===== config.mk =====
export PLATFORM = sky130hd
export DESIGN_NAME = br_fifo_shared_dynamic_pop_ctrl
export DESIGN_NICKNAME = d
export VERILOG_FILES = /design/src/rtl/br_fifo_shared_dynamic_pop_ctrl.sv
export SDC_FILE = /design/constraint.sdc
export NUM_CORES = 1
export LEC_CHECK = 0
export ABC_AREA = 1
export CAP_MARGIN = 10
export CORE_MARGIN = 5
export CORE_UTILIZATION = 46
export CTS_CLUSTER_SIZE = 20
export DETAILED_ROUTE_END_ITERATION = 10
export PLACE_DENSITY = 0.78
export SYNTH_ARGS = -nofsm -noshare
export SYNTH_HDL_FRONTEND = slang
export SYNTH_SLANG_ARGS = --single-unit

===== constraint.sdc =====
create_clock -name clk -period 2.1 [get_ports clk]
set_input_delay 0.63 -clock clk [delete_from_list [all_inputs] [get_ports clk]]
set_output_delay 0.63 -clock clk [all_outputs]
set_load 0.005 [all_outputs]

===== src/rtl/br_fifo_shared_dynamic_pop_ctrl.sv =====
// Pop-side controller for a set of linked-list FIFOs that share one data RAM.
// Issues RAM reads round-robin under per-FIFO credits and stages returned data per FIFO.
module br_fifo_shared_dynamic_pop_ctrl #(
  parameter int unsigned NumFifos       = 2,
  parameter int unsigned Depth          = 3,
  parameter int unsigned Width          = 1,
  parameter int unsigned RamReadLatency = 1,
  parameter int unsigned StagingDepth   = RamReadLatency + 1,
  localparam int unsigned AddrWidth     = (Depth > 1) ? $clog2(Depth) : 1,
  localparam int unsigned CntWidth      = $clog2(StagingDepth + 1)
) (
  input  logic                               clk,
  input  logic                               rst_n,
  input  logic [NumFifos-1:0]                head_valid,
  input  logic [NumFifos-1:0][AddrWidth-1:0] head,
  output logic [NumFifos-1:0]                head_advance,
  output logic                               data_ram_rd_addr_valid,
  output logic [AddrWidth-1:0]               data_ram_rd_addr,
  input  logic                               data_ram_rd_data_valid,
  input  logic [Width-1:0]                   data_ram_rd_data,
  output logic [NumFifos-1:0]                dealloc_valid,
  output logic [NumFifos-1:0][AddrWidth-1:0] dealloc_entry_id,
  output logic [NumFifos-1:0]                pop_valid,
  input  logic [NumFifos-1:0]                pop_ready,
  output logic [NumFifos-1:0][Width-1:0]     pop_data,
  output logic [NumFifos-1:0]                pop_empty
);

  localparam int unsigned FidWidth = (NumFifos > 1) ? $clog2(NumFifos) : 1;
  localparam int unsigned PtrWidth = (StagingDepth > 1) ? $clog2(StagingDepth) : 1;

  logic [NumFifos-1:0][CntWidth-1:0]                credit_q, credit_d;
  logic [NumFifos-1:0][CntWidth-1:0]                occ_q, occ_d;
  logic [NumFifos-1:0][PtrWidth-1:0]                rd_ptr_q, rd_ptr_d;
  logic [NumFifos-1:0][PtrWidth-1:0]                wr_ptr_q, wr_ptr_d;
  logic [NumFifos-1:0][StagingDepth-1:0][Width-1:0] stg_q, stg_d;
  logic [FidWidth-1:0]                              rr_ptr_q, rr_ptr_d;

  logic [NumFifos-1:0] pop_fire;
  logic [NumFifos-1:0] eligible;
  logic                grant_vld;
  logic [FidWidth-1:0] grant_fid;
  logic                ret_exp;
  logic [FidWidth-1:0] ret_fid;

  function automatic logic [PtrWidth-1:0] ptr_inc(input logic [PtrWidth-1:0] p);
    return (p == PtrWidth'(StagingDepth - 1)) ? '0 : p + 1'b1;
  endfunction

  // A pop in the same cycle returns a credit, so a full FIFO may still issue.
  always_comb begin
    pop_fire = '0;
    eligible = '0;
    for (int f = 0; f < NumFifos; f++) begin
      pop_fire[f] = (occ_q[f] != '0) && pop_ready[f];
      eligible[f] = rst_n && head_valid[f] &&
                    ((credit_q[f] < CntWidth'(StagingDepth)) || pop_fire[f]);
    end
  end

  // Round-robin: first eligible FIFO at or after the priority pointer.
  always_comb begin
    logic [FidWidth-1:0] idx;
    grant_vld = 1'b0;
    grant_fid = '0;
    idx       = '0;
    for (int i = 0; i < NumFifos; i++) begin
      idx = FidWidth'((int'(rr_ptr_q) + i) % NumFifos);
      if (!grant_vld && eligible[idx]) begin
        grant_vld = 1'b1;
        grant_fid = idx;
      end
    end
    rr_ptr_d = rr_ptr_q;
    if (grant_vld) begin
      rr_ptr_d = (grant_fid == FidWidth'(NumFifos - 1)) ? '0 : grant_fid + 1'b1;
    end
  end

  always_comb begin
    head_advance           = '0;
    dealloc_valid          = '0;
    dealloc_entry_id       = '0;
    data_ram_rd_addr_valid = grant_vld;
    data_ram_rd_addr       = '0;
    if (grant_vld) begin
      head_advance[grant_fid]     = 1'b1;
      dealloc_valid[grant_fid]    = 1'b1;
      dealloc_entry_id[grant_fid] = head[grant_fid];
      data_ram_rd_addr            = head[grant_fid];
    end
  end

  // FIFO id of each outstanding read, aligned with the RAM return.
  if (RamReadLatency == 0) begin : g_lat0
    assign ret_exp = grant_vld;
    assign ret_fid = grant_fid;
  end else begin : g_pipe
    logic [RamReadLatency-1:0]               vld_q, vld_d;
    logic [RamReadLatency-1:0][FidWidth-1:0] fid_q, fid_d;

    always_comb begin
      vld_d    = vld_q;
      fid_d    = fid_q;
      vld_d[0] = grant_vld;
      fid_d[0] = grant_fid;
      for (int s = 1; s < RamReadLatency; s++) begin
        vld_d[s] = vld_q[s-1];
        fid_d[s] = fid_q[s-1];
      end
    end

    always_ff @(posedge clk or negedge rst_n) begin
      if (!rst_n) begin
        vld_q <= '0;
        fid_q <= '0;
      end else begin
        vld_q <= vld_d;
        fid_q <= fid_d;
      end
    end

    assign ret_exp = vld_q[RamReadLatency-1];
    assign ret_fid = fid_q[RamReadLatency-1];
  end

  // Credit and staging buffer bookkeeping.
  always_comb begin
    logic ret_f;
    logic iss_f;
    credit_d = credit_q;
    occ_d    = occ_q;
    rd_ptr_d = rd_ptr_q;
    wr_ptr_d = wr_ptr_q;
    stg_d    = stg_q;
    ret_f    = 1'b0;
    iss_f    = 1'b0;
    for (int f = 0; f < NumFifos; f++) begin
      ret_f       = data_ram_rd_data_valid && (ret_fid == FidWidth'(f));
      iss_f       = grant_vld && (grant_fid == FidWidth'(f));
      credit_d[f] = credit_q[f] + CntWidth'(iss_f) - CntWidth'(pop_fire[f]);
      occ_d[f]    = occ_q[f] + CntWidth'(ret_f) - CntWidth'(pop_fire[f]);
      if (ret_f) begin
        stg_d[f][wr_ptr_q[f]] = data_ram_rd_data;
        wr_ptr_d[f]           = ptr_inc(wr_ptr_q[f]);
      end
      if (pop_fire[f]) begin
        rd_ptr_d[f] = ptr_inc(rd_ptr_q[f]);
      end
    end
  end

  always_comb begin
    pop_valid = '0;
    pop_data  = '0;
    pop_empty = '0;
    for (int f = 0; f < NumFifos; f++) begin
      pop_valid[f] = (occ_q[f] != '0);
      pop_data[f]  = stg_q[f][rd_ptr_q[f]];
      pop_empty[f] = !head_valid[f] && (credit_q[f] == '0);
    end
  end

  always_ff @(posedge clk or negedge rst_n) begin
    if (!rst_n) begin
      credit_q <= '0;
      occ_q    <= '0;
      rd_ptr_q <= '0;
      wr_ptr_q <= '0;
      stg_q    <= '0;
      rr_ptr_q <= '0;
    end else begin
      credit_q <= credit_d;
      occ_q    <= occ_d;
      rd_ptr_q <= rd_ptr_d;
      wr_ptr_q <= wr_ptr_d;
      stg_q    <= stg_d;
      rr_ptr_q <= rr_ptr_d;
    end
  end

  a_ret_match: assert property (@(posedge clk) disable iff (!rst_n)
    data_ram_rd_data_valid == ret_exp);
  a_adv_onehot: assert property (@(posedge clk) disable iff (!rst_n)
    $onehot0(head_advance));
  for (genvar g = 0; g < NumFifos; g++) begin : g_chk
    a_credit_max: assert property (@(posedge clk) disable iff (!rst_n)
      credit_q[g] <= CntWidth'(StagingDepth));
  end

endmodule


==> impl_metrics.py, run 1 <==
metrics = {
    "clock_tree": {
        "clk_pin_slew_ps": 100,
        "cts_buffer_depth": 2,
        "cts_tree": "built",
        "clock-root-buffer": "clkbuf_4",
        "clock_latency_ps": 290,
        "cts_sinks": 18,
        "cts_made_buffers": 3,
        "htreeDepth": 1,
    },
    "placed_design": {
        "gp_congestion": 0.6869,
        "hpwl_microns": 1622,
        "port_buffers": 28,
    },
    "worst_setup_path": {
        "path_cells": "clkdlybuf4s15_2 > nand2_2 > a21oi_4 > nand2_4 > buf_6 > nand2_4 > nand2_2 > nor2_2 > buf_2",
        "crit_fanout": 4,
        "max_stage_delay_ps": 190,
        "r2r_cells": 14,
        "arrival_ps": 1590,
        "cp-end-kind": "output pin",
        "rrSetupSlack_ps": 60,
        "startpoint_type": "primary input",
        "required_ps": 1470,
        "path_class": "in -> out",
        "crit_slowest_cell": "clkdlybuf4s15_2",
    },
    "finish": {
        "num_antenna_cells": 0,
        "seqCellArea_sq_um": 450.4,
        "drive_gt1_frac": 0.4663,
        "final_core_util": 0.7215,
        "nFillCells": 163,
        "multi_input_area_sq_um": 546.8,
        "nets": 184,
        "area_growth_pct": 53.87,
    },
    "floorplanning": {
        "die-area_sq_um": 3252,
        "num_rows": 17,
        "die_x_microns": 57.03,
        "die_y_microns": 57.03,
        "design.core.area_sq_um": 2170,
        "io_pins": 29,
        "start_util": 0.4689,
    },
    "power_and_ir_drop": {
        "p_sw_w": 0.0006853,
        "p_sw_frac": 0.3605,
        "p_seq_frac": 0.335,
        "powerDensity_nw_per_um2": 1214,
        "p_comb_frac": 0.552,
        "p_int_w": 0.001215,
        "ir_worst_vdd_v": 0.0007587,
        "p_leak_nw": 0.8390,
        "p_clk_frac": 0.113,
        "p_total_w": 0.001901,
    },
    "hold_path": {
        "hold_class": "in -> async",
    },
    "synth": {
        "syn-num-nets": 130,
        "yosysUniqueCellTypes": 20,
        "yosys_register_bits": 18,
        "synthCells": 110,
        "syn-cell-area_sq_um": 1017,
        "syn_area_per_cell_sq_um": 9.248,
        "yosysSeqAreaShare": 0.4428,
        "yosysWarnings": 0,
    },
    "outcome": {
        "status": "complete, but fails checks",
        "violations": "setup timing",
    },
    "grt": {
        "grt_max_degree": 18,
        "gr-total-overflow": 0,
        "grt_pass1_wl_microns": 4022,
        "grt_antenna_before_repair": 0,
        "grt_usage": 0.1600,
        "grt_pass1_vias": 941,
    },
    "detailed_routing": {
        "drtPass1Iterations": 4,
        "ant_nets": 0,
        "vias": 843,
        "route.detailed.drc": 0,
        "drtIter0Drc": 15,
        "viasPerCell": 4.414,
        "drt-total-wl_microns": 2292,
        "detail_route.wl_per_cell_microns": 12.00,
    },
    "sta": {
        "worstMarginPinSlew_ps": 244.7,
        "rsz0062_at_grt": "true",
        "slew_viol_final": 0,
        "hold_viol": 0,
        "fin_crit_sh": 1.056,
        "max_freq_mhz": 450.8,
        "clock_skew_ps": 2.267,
        "fin_ws_ps": -118.3,
        "period_needed_ps": 2218,
        "finalSetupViolations": 8,
        "maxSlewHeadroom": 0.8357,
    },
    "flow_run": {
        "drv_cap": 0,
    },
}
==> power by group through the flow <==
stage	combinational [W]	sequential (W)	clock (W)
after floorplan	0.000520	0.000620	0
after global placement	0.000881	0.000627	0
after detailed placement	0.000923	0.000637	0
after CTS	0.000979	0.000628	0.000218
after global routing	0.00118	0.000657	0.000237
final	0.00105	0.000636	0.000215
==> what timing repair did <==
action,4_1_cts,5_1_grt
endpoints found under the hold margin,0,0
hold buffers,0,0
setup endpoints to repair,17,13
pin swaps,8,6
cloned,0,0
resized for setup,75,11
setup buffers,9,1
==> area by class of cell <==
type                            count  share of cell area
Tap cell                           28             0.02238
Timing Repair Buffer               51              0.2614
Multi-Input combinational cell     67              0.3493
Sequential cell                    18              0.2878
Inverter                           23             0.05596
Clock buffer                        4             0.02318
==> worst max-delay path: cells and delay by family <==
family	cells	cell delay (ps)
compound gates	1	190
simple gates	5	330
buf+inv	3	440
==> routing by layer <==
metal | part of all wire | wire length [microns] | vias to the layer above | global-route usage
met5 | 0 | 0 | - | 0
met4 | 0.023 | 53 | 0 | 0.07947
met3 | 0.055 | 126 | 5 | 0.04072
met2 | 0.54 | 1231 | 24 | 0.3002
met1 | 0.38 | 882 | 380 | 0.1617
li1 | - | - | 434 | -
==> placed cells by master (no fill, tap or decap), drive strengths merged <==
| cell | n |
|---|---|
| inv | 22 |
| dfrtp | 18 |
| clkdlybuf4s50 | 9 |
| nor3 | 2 |
| xnor2 | 7 |
| nand3 | 5 |
| ha | 8 |
| buf | 35 |
| clkdlybuf4s15 | 2 |
| o21ai | 6 |
| nor2 | 3 |
| a21oi | 1 |
| nand2 | 29 |
| dlygate4sd2 | 3 |
| or2 | 3 |
| clkinv | 1 |
| clkbuf | 6 |
| xor2 | 3 |
==> through the flow <==
| stage | hold slack [ps] | setup TNS [ps] | setup slack (ps) | area (sq um) | instances |
|---|---|---|---|---|---|
| after floorplan | 334.4 | 0 | 221.0 | 1017 | 110 |
| after global placement | 469.8 | -9764 | -748.9 | 1415 | 177 |
| after detailed placement | 478.2 | -10310 | -787.4 | 1415 | 177 |
| after CTS | 238.1 | -372.1 | -125.2 | 1515 | 190 |
| after global routing | 242.5 | -1441 | -210.4 | 1565 | 191 |
| final | 240.1 | -517.2 | -118.3 | 1565 | 191 |
==> sequential cells by signal (all words and copies together) (netlist names) <==
register	count
rd_ptr_q	2
stg_q	4
wr_ptr_q	2
rr_ptr_q	1
g_pipe.fid_q	1
credit_q	4
occ_q	4
==> final timing paths <==
path | to | startpoint
worst max register to register | credit_q[1]$_DFF_PN0_ | occ_q[2]$_DFF_PN0_
worst min-delay path | credit_q[2]$_DFF_PN0_ | rst_n
worst max-delay path | data_ram_rd_addr[0] | head_valid[1]
min in group clk | stg_q[2]$_DFFE_PN0P_ | stg_q[2]$_DFFE_PN0P_
worst min register to register | stg_q[2]$_DFFE_PN0P_ | stg_q[2]$_DFFE_PN0P_
max in group asynchronous | rr_ptr_q$_DFFE_PN0P_ | rst_n
==> cell usage after synthesis (all sizes together) <==
library cell	n	area [sq um]
o21ai	6	33.78
dfrtp	18	450.4
xnor2	7	61.31
nor3	2	10.01
nand3	5	30.03
or2	3	18.77
a21oi	1	16.27
buf	2	15.01
ha	8	100.1
nor2	3	16.26
clkinv	1	5.000
nand2	29	151.4
inv	22	82.58
xor2	3	26.28
==> kinds of logic after synthesis <==
family          share of synthesized area
compound gates                    0.04920
fa+ha+maj                         0.09840
buf+inv                            0.1009
flops                              0.4428
simple gates                       0.2226
xor+xnor                          0.08611
Note: power is estimated with default switching activity, not from simulation.
==> inputs of run 2 (changes only) <==
Settings changed: TNS_END_PERCENT from default to 50.
==> run 2 against run 1 <==
- the flow still finishes with violations (setup timing)
- critical endpoint unchanged
- wire length shrank 2.6%
- via count grew 0.24%
- maximum frequency grew 0.16%
- largest cell class unchanged
- non-clock buffer count is the same
==> impl_metrics.py, run 2 (synthesis gave the netlist of run 1 again) <==
metrics = {
    "grt": {
        "grt_usage": 0.1600,
        "grt_pass1_vias": 941,
        "grt_pass1_wl_microns": 4022,
        "gr-total-overflow": 0,
        "grt_antenna_before_repair": 0,
        "grt_max_degree": 18,
    },
    "sta": {
        "hold_viol": 0,
        "maxSlewHeadroom": 0.8532,
        "clock_skew_ps": 2.476,
        "max_freq_mhz": 451.5,
        "hold_ws_ps": 237.3,
        "finalSetupViolations": 9,
        "period_needed_ps": 2215,
        "slew_viol_final": 0,
        "fin_ws_ps": -114.9,
        "worstMarginPinSlew_ps": 220.2,
        "rsz0062_at_grt": "true",
        "fin_crit_sh": 1.055,
    },
    "worst_setup_path": {
        "path_class": "in -> out",
        "max_stage_delay_ps": 190,
        "required_ps": 1470,
        "cp-end-kind": "output pin",
        "r2r_cells": 14,
        "r2r_start": "occ_q[2]$_DFF_PN0_",
        "rrSetupSlack_ps": 50,
        "arrival_ps": 1580,
        "r2r-end": "credit_q[1]$_DFF_PN0_",
        "startpoint_type": "primary input",
        "crit_slowest_cell": "clkdlybuf4s15_2",
        "path_cells": "clkdlybuf4s15_2 > nand2_2 > a21oi_4 > nand2_4 > buf_6 > nand2_4 > nand2_2 > nor2_2 > buf_2",
        "crit_fanout": 4,
    },
    "clock_tree": {
        "cts_tree": "built",
        "clock-root-buffer": "clkbuf_4",
        "htreeDepth": 1,
        "cts_buffer_depth": 2,
        "cts_made_buffers": 3,
        "cts_sinks": 18,
        "clk_pin_slew_ps": 100,
        "clock_latency_ps": 300,
    },
    "detailed_routing": {
        "detail_route.wl_per_cell_microns": 11.69,
        "ant_nets": 0,
        "drtIter0Drc": 15,
        "drt-total-wl_microns": 2232,
        "drtPass1Iterations": 4,
        "viasPerCell": 4.424,
        "route.detailed.drc": 0,
        "vias": 845,
    },
    "finish": {
        "layout_commonest_cell": "buf_4",
        "nFillCells": 165,
        "final_core_util": 0.7065,
        "area_growth_pct": 50.68,
        "nets": 184,
        "reg_top3": "credit_q: 4 flops, occ_q: 4 flops, stg_q: 4 flops",
        "num_antenna_cells": 0,
        "drive_gt1_frac": 0.4417,
        "final_cell_mix": "19 x buf_4, 18 x dfrtp_1, 17 x inv_1, 17 x nand2_1, 10 x buf_2",
    },
    "outcome": {
        "status": "complete, but fails checks",
        "violations": "setup timing",
    },
    "floorplanning": {
        "io_pins": 29,
        "die-area_sq_um": 3252,
        "start_util": 0.4689,
        "die_y_microns": 57.03,
        "die_x_microns": 57.03,
        "design.core.area_sq_um": 2170,
        "num_rows": 17,
    },
    "power_and_ir_drop": {
        "p_clk_frac": 0.119,
        "p_sw_w": 0.0006581,
        "p_sw_frac": 0.3583,
        "p_seq_frac": 0.343,
        "powerDensity_nw_per_um2": 1198,
        "ir_worst_vdd_v": 0.0007392,
        "p_int_w": 0.001179,
        "p_comb_frac": 0.539,
        "p_leak_nw": 0.8347,
    },
    "placed_design": {
        "port_buffers": 28,
        "gp_congestion": 0.6869,
        "hpwl_microns": 1622,
    },
    "hold_path": {
        "hold_class": "in -> async",
    },
    "flow_run": {
        "drv_cap": 0,
    },
}
-- run 2: cell counts in the layout (fill, tap and decap cells not counted) --
Identical to the previous run, type by type.
-- run 2: worst max-delay path: cells and delay by family --
family	cells	cell delay [ps]
AO/OA/AOI/OAI	1	190
buffers and inverters	3	440
AND/OR/NAND/NOR	5	320
-- run 2: worst max path at each step --
stage                       startpoint                  end  slack, ps  cells past startpoint
finish                   head_valid[1]  data_ram_rd_addr[0]       -110                      9
global route        occ_q[0]$_DFF_PN0_  data_ram_rd_addr[0]       -210                      9
CTS                 occ_q[1]$_DFF_PN0_  data_ram_rd_addr[0]       -130                      9
detailed placement               rst_n  data_ram_rd_addr[1]       -790                      8
global placement                 rst_n  data_ram_rd_addr[1]       -750                      8
floorplan                head_valid[1]      head_advance[0]        220                      6
-- run 2: power by group through the flow --
stage	clock network [W]	registers, W	logic, W
floorplan	0	0.000620	0.000520
global placement	0	0.000627	0.000881
detailed placement	0	0.000637	0.000923
CTS	0.000218	0.000628	0.000979
finish	0.000218	0.000629	0.000990
global route	0.000237	0.000651	0.00112
-- run 2: cell type report --
cell class                      count  area, sq um  share of cell area
Tap cell                           28        35.03             0.02286
Timing Repair Buffer               51        409.1              0.2669
Inverter                           23        87.58             0.05714
Sequential cell                    18        450.4              0.2939
Clock buffer                        4        36.28             0.02367
Multi-Input combinational cell     67        514.2              0.3355
-- run 2: routing by layer --
layer | wire length, microns | vias to the layer above | global-route usage
met3 | 126 | 5 | 0.04072
met5 | 0 | - | 0
met4 | 53 | 0 | 0.07947
met1 | 878 | 381 | 0.1617
li1 | - | 435 | -
met2 | 1175 | 24 | 0.3002
-- run 2: what timing repair did --
item | 4_1_cts | 5_1_grt
buffers inserted | 9 | 1
endpoints found under the setup margin | 17 | 13
hold buffers | 0 | 0
pin swaps | 8 | 8
resized for setup | 75 | 6
gates cloned | 0 | 0
-- run 2: through the flow --
step                setup TNS (ps)  total power (W)  area [sq um]  std cells  setup WS, ps
floorplan                        0         0.001140          1017        110         221.0
global placement             -9764         0.001508          1415        177        -748.9
detailed placement          -10310         0.001560          1415        177        -787.4
CTS                         -372.1         0.001825          1515        190        -125.2
global route                 -1540         0.002011          1533        191        -210.2
finish                      -497.1         0.001837          1533        191        -114.9
